<file path="src/rtl/pipeline_hazard_controller_if.sv">
// Hazard-controller bundle: hazard sources and debug requests in, per-stage
// enable/flush controls, halt status and perf counters out.
interface pipeline_hazard_controller_if #(
  parameter int CNT_W = 32
);
  logic             load_stall_i;
  logic             branching_i;
  logic             imem_ready_i;
  logic             dmem_busy_i;
  logic             halt_req_i;
  logic             resume_req_i;
  logic             pc_write_en_o;
  logic             if_id_write_en_o;
  logic             if_id_flush_o;
  logic             id_ex_flush_o;
  logic             ex_mem_write_en_o;
  logic             halted_o;
  logic [CNT_W-1:0] stall_cycles_o;
  logic [CNT_W-1:0] flush_events_o;

  // Core side: raises hazards and debug requests, consumes controls
  modport master (
    output load_stall_i, branching_i, imem_ready_i, dmem_busy_i,
           halt_req_i, resume_req_i,
    input  pc_write_en_o, if_id_write_en_o, if_id_flush_o, id_ex_flush_o,
           ex_mem_write_en_o, halted_o, stall_cycles_o, flush_events_o
  );

  // Controller side
  modport slave (
    input  load_stall_i, branching_i, imem_ready_i, dmem_busy_i,
           halt_req_i, resume_req_i,
    output pc_write_en_o, if_id_write_en_o, if_id_flush_o, id_ex_flush_o,
           ex_mem_write_en_o, halted_o, stall_cycles_o, flush_events_o
  );
endinterface

</file>
<file path="src/rtl/pipeline_hazard_controller.sv">
// Stall/flush sequencer for the 5-stage core with debug halt/drain/resume FSM.
// Define PIPE_PERF_CNT_EN to build the stall-cycle and flush-event counters.
module pipeline_hazard_controller #(
  parameter int DRAIN_CYCLES = 3,
  parameter int CNT_W        = 32
) (
  input logic                         clk_i,
  input logic                         rst_i,
  pipeline_hazard_controller_if.slave hz
);

  localparam int DW = (DRAIN_CYCLES < 1) ? 1 : $clog2(DRAIN_CYCLES + 1);

  typedef enum logic [1:0] {
    RUN    = 2'd0,
    DRAIN  = 2'd1,
    HALTED = 2'd2
  } state_t;

  state_t        state_reg, state_next;
  logic [DW-1:0] drain_cnt_reg, drain_cnt_next;
  logic          halted_reg;

  logic pc_we, if_id_we, if_id_flush, id_ex_flush, ex_mem_we;

  always_comb begin
    state_next     = state_reg;
    drain_cnt_next = drain_cnt_reg;
    pc_we          = 1'b0;
    if_id_we       = 1'b0;
    if_id_flush    = 1'b0;
    id_ex_flush    = 1'b0;
    ex_mem_we      = 1'b0;

    case (state_reg)
      RUN: begin
        if (hz.dmem_busy_i) begin
          // Whole pipe frozen; every other source waits for the next cycle
        end else if (hz.branching_i) begin
          pc_we       = 1'b1;
          if_id_we    = 1'b1;
          if_id_flush = 1'b1;
          id_ex_flush = 1'b1;
          ex_mem_we   = 1'b1;
        end else if (hz.load_stall_i) begin
          ex_mem_we = 1'b1;
        end else if (!hz.imem_ready_i) begin
          if_id_we    = 1'b1;
          if_id_flush = 1'b1;
          ex_mem_we   = 1'b1;
        end else begin
          pc_we     = 1'b1;
          if_id_we  = 1'b1;
          ex_mem_we = 1'b1;
        end

        if (hz.halt_req_i && !hz.dmem_busy_i) begin
          if (DRAIN_CYCLES == 0) begin
            state_next = HALTED;
          end else begin
            state_next     = DRAIN;
            drain_cnt_next = DW'(DRAIN_CYCLES);
          end
        end
      end

      DRAIN: begin
        if_id_we    = 1'b1;
        if_id_flush = 1'b1;
        ex_mem_we   = !hz.dmem_busy_i;
        // Latch the branch target but fetch nothing further
        if (hz.branching_i) begin
          pc_we       = 1'b1;
          id_ex_flush = 1'b1;
        end
        if (!hz.dmem_busy_i) begin
          if (drain_cnt_reg <= DW'(1)) begin
            drain_cnt_next = '0;
            state_next     = HALTED;
          end else begin
            drain_cnt_next = drain_cnt_reg - DW'(1);
          end
        end
      end

      HALTED: begin
        if_id_we    = 1'b1;
        if_id_flush = 1'b1;
        ex_mem_we   = 1'b1;
        if (hz.resume_req_i) begin
          state_next = RUN;
        end
      end

      default: begin
        state_next     = RUN;
        drain_cnt_next = '0;
      end
    endcase
  end

  always_ff @(posedge clk_i or posedge rst_i) begin
    if (rst_i) begin
      state_reg     <= RUN;
      drain_cnt_reg <= '0;
      halted_reg    <= 1'b0;
    end else begin
      state_reg     <= state_next;
      drain_cnt_reg <= drain_cnt_next;
      halted_reg    <= (state_next == HALTED);
    end
  end

  // Reset must silence the pipe immediately, not at the next edge
  assign hz.pc_write_en_o     = pc_we       & ~rst_i;
  assign hz.if_id_write_en_o  = if_id_we    & ~rst_i;
  assign hz.if_id_flush_o     = if_id_flush & ~rst_i;
  assign hz.id_ex_flush_o     = id_ex_flush & ~rst_i;
  assign hz.ex_mem_write_en_o = ex_mem_we   & ~rst_i;
  assign hz.halted_o          = halted_reg;

`ifdef PIPE_PERF_CNT_EN
  logic [CNT_W-1:0] stall_cnt_reg, flush_cnt_reg;

  always_ff @(posedge clk_i or posedge rst_i) begin
    if (rst_i) begin
      stall_cnt_reg <= '0;
      flush_cnt_reg <= '0;
    end else begin
      if (state_reg == RUN && !pc_we) begin
        stall_cnt_reg <= stall_cnt_reg + CNT_W'(1);
      end
      if (id_ex_flush && (state_reg == RUN || state_reg == DRAIN)) begin
        flush_cnt_reg <= flush_cnt_reg + CNT_W'(1);
      end
    end
  end

  assign hz.stall_cycles_o = stall_cnt_reg;
  assign hz.flush_events_o = flush_cnt_reg;
`else
  assign hz.stall_cycles_o = '0;
  assign hz.flush_events_o = '0;
`endif

endmodule

</file>
<file path="src/flat_wrapper.sv">
// flat-port wrapper written by rule: the top's interface ports become plain ports
module pipeline_hazard_controller_flat 
#(
  parameter int DRAIN_CYCLES = 3,
  parameter int CNT_W        = 32
)
  (clk_i, rst_i, hz_load_stall_i, hz_branching_i, hz_imem_ready_i, hz_dmem_busy_i, hz_halt_req_i, hz_resume_req_i, hz_pc_write_en_o, hz_if_id_write_en_o, hz_if_id_flush_o, hz_id_ex_flush_o, hz_ex_mem_write_en_o, hz_halted_o, hz_stall_cycles_o, hz_flush_events_o);
  pipeline_hazard_controller_if #(.CNT_W(CNT_W)) hz_i ();
  input logic clk_i;
  input logic rst_i;
  input wire logic [$bits(hz_i.load_stall_i)-1:0] hz_load_stall_i;
  input wire logic [$bits(hz_i.branching_i)-1:0] hz_branching_i;
  input wire logic [$bits(hz_i.imem_ready_i)-1:0] hz_imem_ready_i;
  input wire logic [$bits(hz_i.dmem_busy_i)-1:0] hz_dmem_busy_i;
  input wire logic [$bits(hz_i.halt_req_i)-1:0] hz_halt_req_i;
  input wire logic [$bits(hz_i.resume_req_i)-1:0] hz_resume_req_i;
  output wire logic [$bits(hz_i.pc_write_en_o)-1:0] hz_pc_write_en_o;
  output wire logic [$bits(hz_i.if_id_write_en_o)-1:0] hz_if_id_write_en_o;
  output wire logic [$bits(hz_i.if_id_flush_o)-1:0] hz_if_id_flush_o;
  output wire logic [$bits(hz_i.id_ex_flush_o)-1:0] hz_id_ex_flush_o;
  output wire logic [$bits(hz_i.ex_mem_write_en_o)-1:0] hz_ex_mem_write_en_o;
  output wire logic [$bits(hz_i.halted_o)-1:0] hz_halted_o;
  output wire logic [$bits(hz_i.stall_cycles_o)-1:0] hz_stall_cycles_o;
  output wire logic [$bits(hz_i.flush_events_o)-1:0] hz_flush_events_o;
  assign hz_i.load_stall_i = hz_load_stall_i;
  assign hz_i.branching_i = hz_branching_i;
  assign hz_i.imem_ready_i = hz_imem_ready_i;
  assign hz_i.dmem_busy_i = hz_dmem_busy_i;
  assign hz_i.halt_req_i = hz_halt_req_i;
  assign hz_i.resume_req_i = hz_resume_req_i;
  assign hz_pc_write_en_o = hz_i.pc_write_en_o;
  assign hz_if_id_write_en_o = hz_i.if_id_write_en_o;
  assign hz_if_id_flush_o = hz_i.if_id_flush_o;
  assign hz_id_ex_flush_o = hz_i.id_ex_flush_o;
  assign hz_ex_mem_write_en_o = hz_i.ex_mem_write_en_o;
  assign hz_halted_o = hz_i.halted_o;
  assign hz_stall_cycles_o = hz_i.stall_cycles_o;
  assign hz_flush_events_o = hz_i.flush_events_o;
  pipeline_hazard_controller #(.DRAIN_CYCLES(DRAIN_CYCLES), .CNT_W(CNT_W)) u_core (.clk_i(clk_i), .rst_i(rst_i), .hz(hz_i));
endmodule
</file>
<file path="config.mk">
export PLATFORM = sky130hd
export DESIGN_NAME = pipeline_hazard_controller_flat
export DESIGN_NICKNAME = d
export VERILOG_FILES = /design/src/rtl/pipeline_hazard_controller_if.sv /design/src/rtl/pipeline_hazard_controller.sv /design/src/flat_wrapper.sv
export SDC_FILE = /design/constraint.sdc
export NUM_CORES = 1
export LEC_CHECK = 0
export CAP_MARGIN = 20
export CORE_MARGIN = 2
export CORE_UTILIZATION = 34
export CTS_CLUSTER_DIAMETER = 100
export CTS_CLUSTER_SIZE = 24
export DETAILED_ROUTE_END_ITERATION = 10
export PLACE_DENSITY_LB_ADDON = 0.05
export SYNTH_ARGS = -nofsm -noshare
export SYNTH_HDL_FRONTEND = slang
export SYNTH_SLANG_ARGS = --single-unit
</file>
<file path="constraint.sdc">
create_clock -name clk_i -period 2.1 [get_ports clk_i]
set_input_delay 0.42 -clock clk_i [delete_from_list [all_inputs] [get_ports clk_i]]
set_output_delay 0.42 -clock clk_i [all_outputs]
set_load 0.05 [all_outputs]
</file>
# Word-level counts from Yosys, hierarchy flattened
# Index checks and enable logic that the tools add are counted.
[totals]
out_inout_bits = 70
input_bits = 8
register_bits = 5
[op_classes]
addsub = 1
bitwise_logic = 7
n_reduce_logical = 5
n_eq_ne = 5
n_lt_le_gt_ge = 1
mux = 28
[ops]
columns = ["op", "n"]
rows = [
  ["$mux W1", 14],
  ["$mux W2", 7],
  ["$pmux W2 S3", 2],
  ["$pmux W1 S2", 4],
  ["$and A1 B1 Y1", 5],
  ["$eq A2 B2 Y1 const B", 2],
  ["$pmux W1 S3", 1],
  ["$reduce_and A3 Y1", 1],
  ["$eq A2 B1 Y1 const B", 1],
  ["$le A2 B1 Y1 const B", 1],
  ["$logic_not A2 Y1", 1],
  ["$ne A2 B1 Y1 const B", 1],
  ["$ne A2 B2 Y1 const B", 1],
  ["$not A1 Y1", 2],
  ["$reduce_or A2 Y1", 1],
  ["$sub A2 B1 Y2 const B", 1],
  ["$logic_and A1 B1 Y1", 1],
  ["$logic_not A1 Y1", 1],
]

# Depth between registers and ports, before layout
[depth]
word_depth = 6
depth_mapped = 5
ltp_nobuf = 5

# Worst setup path after synthesis
# Ideal clock, no wire load.
[synth_path]
path_type = "register -> output"
from = "reg u_core.state_reg[1]"
to = "out hz_if_id_flush_o"
t_arrival_ns = 2.034
required_ns = 1.680
path_slack_ns = -0.354
n_path_buf = 0
stages_incl_launch_ff = 6
path_cell_list = "dfrtp_1 > inv_1 > ha_1 > and2b_1 > a21oi_1 > nor3_1"
[synth_between]
elab_chain_cells = 4
[synth_rtl]
columns = ["item", "line_no", "source"]
rows = [
  ["start, declared", "pipeline_hazard_controller.sv:20", "state_t state_reg, state_next;"],
  ["start signal, assigned", "pipeline_hazard_controller.sv:108", "state_reg <= state_next;"],
  ["$eq A2 B1 Y1 / $eq A2 B2 Y1 (equally long branches)", "pipeline_hazard_controller.sv:35", "case (state_reg)"],
  ["$reduce_or A2 Y1 (no line)", "-", ""],
  ["$pmux W1 S2 (*)", "pipeline_hazard_controller.sv:35", ""],
  ["$and A1 B1 Y1 (*)", "pipeline_hazard_controller.sv:117", "assign hz.if_id_flush_o = if_id_flush & ~rst_i;"],
  ["end, declared", "flat_wrapper.sv:19", "output wire logic [$bits(hz_i.if_id_flush_o)-1:0] hz_if_id_flush_o;"],
]
# Mark *: on every way between the ends. The rest lies on a longest branch, timed or not.

# Final worst setup path
[layout_path]
from = "in hz_load_stall_i"
to = "out hz_if_id_flush_o"
[layout_between]
elab_chain_cells = 5
[layout_rtl]
columns = ["item", "line_no", "source"]
rows = [
  ["start, declared", "flat_wrapper.sv:11", "input wire logic [$bits(hz_i.load_stall_i)-1:0] hz_load_stall_i;"],
  ["$mux W1", "pipeline_hazard_controller.sv:45", "end else if (hz.load_stall_i) begin"],
  ["$mux W1", "pipeline_hazard_controller.sv:39", "end else if (hz.branching_i) begin"],
  ["$mux W1", "pipeline_hazard_controller.sv:37", "if (hz.dmem_busy_i) begin"],
  ["$pmux W1 S2", "pipeline_hazard_controller.sv:35", ""],
  ["$and A1 B1 Y1", "pipeline_hazard_controller.sv:117", ""],
]
# No other way between the ends.

==> out/qor.yml <==
status: "complete, no violations"
async_flop_share_pct: 100
htree_levels: 1
worst_slew_pin_slew_ns: 0.495
max-cap-violations: 0
grt_max_degree: 8
yosysMostFrequentCell: "buf_4"
reg2reg_from: "u_core.state_reg[1]$_DFF_PP0_"
wl_um: 1460
diodes: 0
synth_top_cells_by_count: "buf_4 (64), a21oi_1 (5), dfrtp_1 (5), inv_1 (5)"
ff2ff_setup_slack_ns: 0.55
nets: 150
synthFlopType: "dfrtp_1"
fin_area_um2: 995
grt_pass1_wl_um: 2050
syn_area_per_cell_um2: 7.92
yosysSeqAreaShare_pct: 13.9
drive_gt1_share_pct: 20.4
ys_ff_latch: 5
start_util_pct: 36.1
setup_violations: 0
synthCells: 114
setup_tns_ns: 0
path_class: "in2out"
rows: 18
cts_made_buffers: 3
vias: 602
stdcell_count: 167
dr.pass1.iters: 4
die_w_um: 55.5
cp-end-kind: "output port"
slew-limit-headroom_pct: 66.9
die_area_mm2: 0.00309
startpoint: "hz_load_stall_i"
finalClockSkew_ns: 0.00557
cts_tree: "built"
endpoint: "hz_if_id_flush_o"
core_area_mm2: 0.00250
grt_setup_unrepaired: "false"
grt-ovfl-total: 0
yosys_warnings: 0
hold_violations: 0
holdPathStages: 2
dpl.hpwl_um: 1210
fin_crit_sh_pct: 96.8
synthTopCellsByArea: "buf_4 (53%), dfrtp_1 (14%), ha_1 (5.5%), a21oi_1 (2.8%), nor3_1 (2.2%)"
synth.top_cell.area_share_pct: 53.2
cp.arrival_ns: 1.61
drc: 0
antenna_found_initial: 0
portBuffers: 13
grtUsageTotal_pct: 8.48
synth-edff-count: 0
syn_area_um2: 903
leakage_nw: 0.553
post_dp_cell_area_um2: 918
viasPerCell: 3.60
antenna_left: 0
critPathLaunchType: "input pin"
grt_pass1_vias: 434
finalMaxSlewViolations: 0
clkLatencyLatePin_ns: 0.24
peakVddDrop_v: 0.000581
gp_congestion: 0.722
required_ns: 1.68
die_h_um: 55.5
dp_cells: 159
crit_fanout: 3
reg2reg_depth: 5
cts_sinks: 5
fin_util_pct: 39.8
clkTransAtPathRegs_ns: 0.05
r2r-end: "u_core.hz.halted_o$_DFF_PP0_"
num_io_pins: 78
period_needed_ns: 2.03
root_buffer: "clkbuf_4"
drt-initial-drc-count: 3
fmax_mhz: 492
synth_cell_type_count: 25
synth_top_area_cell: "buf_4"
clockBufferDepth: 2
powerDensity_mw_per_mm2: 1220
routedWlPerCell_um: 8.72
hp-class: "reg2reg"
area_growth_pct: 10.1
## layout make-up
type,count,area [µm²]
multi-input combinational,103,542
timing repair buffer,20,243
fill,256,1510
sequential,5,128
inverter,5,18.8
clock buffer,4,26.3
tap,30,37.5
## what timing repair did
item	in CTS	in global routing
buffers inserted	0	4
gates resized for setup	0	10
setup endpoints to repair	0	4
hold buffers	0	0
## per-layer routing
layer  wire length [µm]  GRT usage [%]
met4                 20           6.27
met2                753           14.1
met3                153           1.64
met5                  0              0
met1                528           9.50
## cells by family after synthesis
logic type      synth area share (%)
other cells                    0.415
compound gates                  12.5
flops                           13.9
simple gates                    12.5
buf+inv                         55.3
fa+ha+maj                       5.54
## critical path: stages
cell and delay [ns]:
clkdlybuf4s50_1 0.45, o21bai_1 0.22, a21oi_2 0.09, nor3_2 0.22
clkbuf_16 0.21
## worst min path at each step
stage | endpoint | slack, ns | startpoint
final | u_core.drain_cnt_reg[0]$_DFFE_PP0P_ | 0.58 | u_core.drain_cnt_reg[0]$_DFFE_PP0P_
after global routing | u_core.drain_cnt_reg[0]$_DFFE_PP0P_ | 0.62 | u_core.drain_cnt_reg[0]$_DFFE_PP0P_
after CTS | u_core.drain_cnt_reg[0]$_DFFE_PP0P_ | 0.58 | u_core.drain_cnt_reg[0]$_DFFE_PP0P_
after detailed placement | u_core.drain_cnt_reg[0]$_DFFE_PP0P_ | 0.57 | u_core.drain_cnt_reg[0]$_DFFE_PP0P_
after global placement | u_core.drain_cnt_reg[0]$_DFFE_PP0P_ | 0.56 | u_core.drain_cnt_reg[0]$_DFFE_PP0P_
after floorplan | u_core.drain_cnt_reg[0]$_DFFE_PP0P_ | 0.21 | rst_i
## cell usage in the layout (no fill, tap or decap), drive strengths merged
cell / Yosys / layout
conb: 1 / 64
ha: 4 / 4
o32a: 1 / 1
buf: 64 / 11
a221oi: 1 / 1
o21a: 1 / 1
a31oi: 1 / 1
o21bai: 1 / 1
a21oi: 5 / 5
nand2: 1 / 1
o211a: 1 / 1
a21o: 1 / 1
o21ai: 3 / 3
clkdlybuf4s50: 0 / 6
nor3: 4 / 4
nor2b: 3 / 3
nor2: 4 / 4
dfrtp: 5 / 5
and2b: 2 / 2
inv: 5 / 5
a211oi: 2 / 2
and4bb: 1 / 1
nor4: 1 / 1
nand2b: 2 / 2
clkbuf: 0 / 5
dlymetal6s2s: 0 / 2
## through the flow
stage / hold WS, ns / setup slack (ns) / total power, mW
after global placement: 0.563 / 0.115 / 1.04
after CTS: 0.581 / 0.0588 / 1.16
after detailed placement: 0.574 / 0.114 / 1.04
after floorplan: 0.207 / 0.0600 / 0.900
final: 0.577 / 0.0677 / 1.21
after global routing: 0.619 / 0.0125 / 1.29
## where the power goes
part / internal, mW / total, mW / switching, mW
Sequential: 0.139 / 0.174 / 0.0348
Clock: 0.0718 / 0.111 / 0.0395
Combinational: 0.324 / 0.925 / 0.601
Total: 0.535 / 1.21 / 0.676
(Power assumes the default switching activity.)
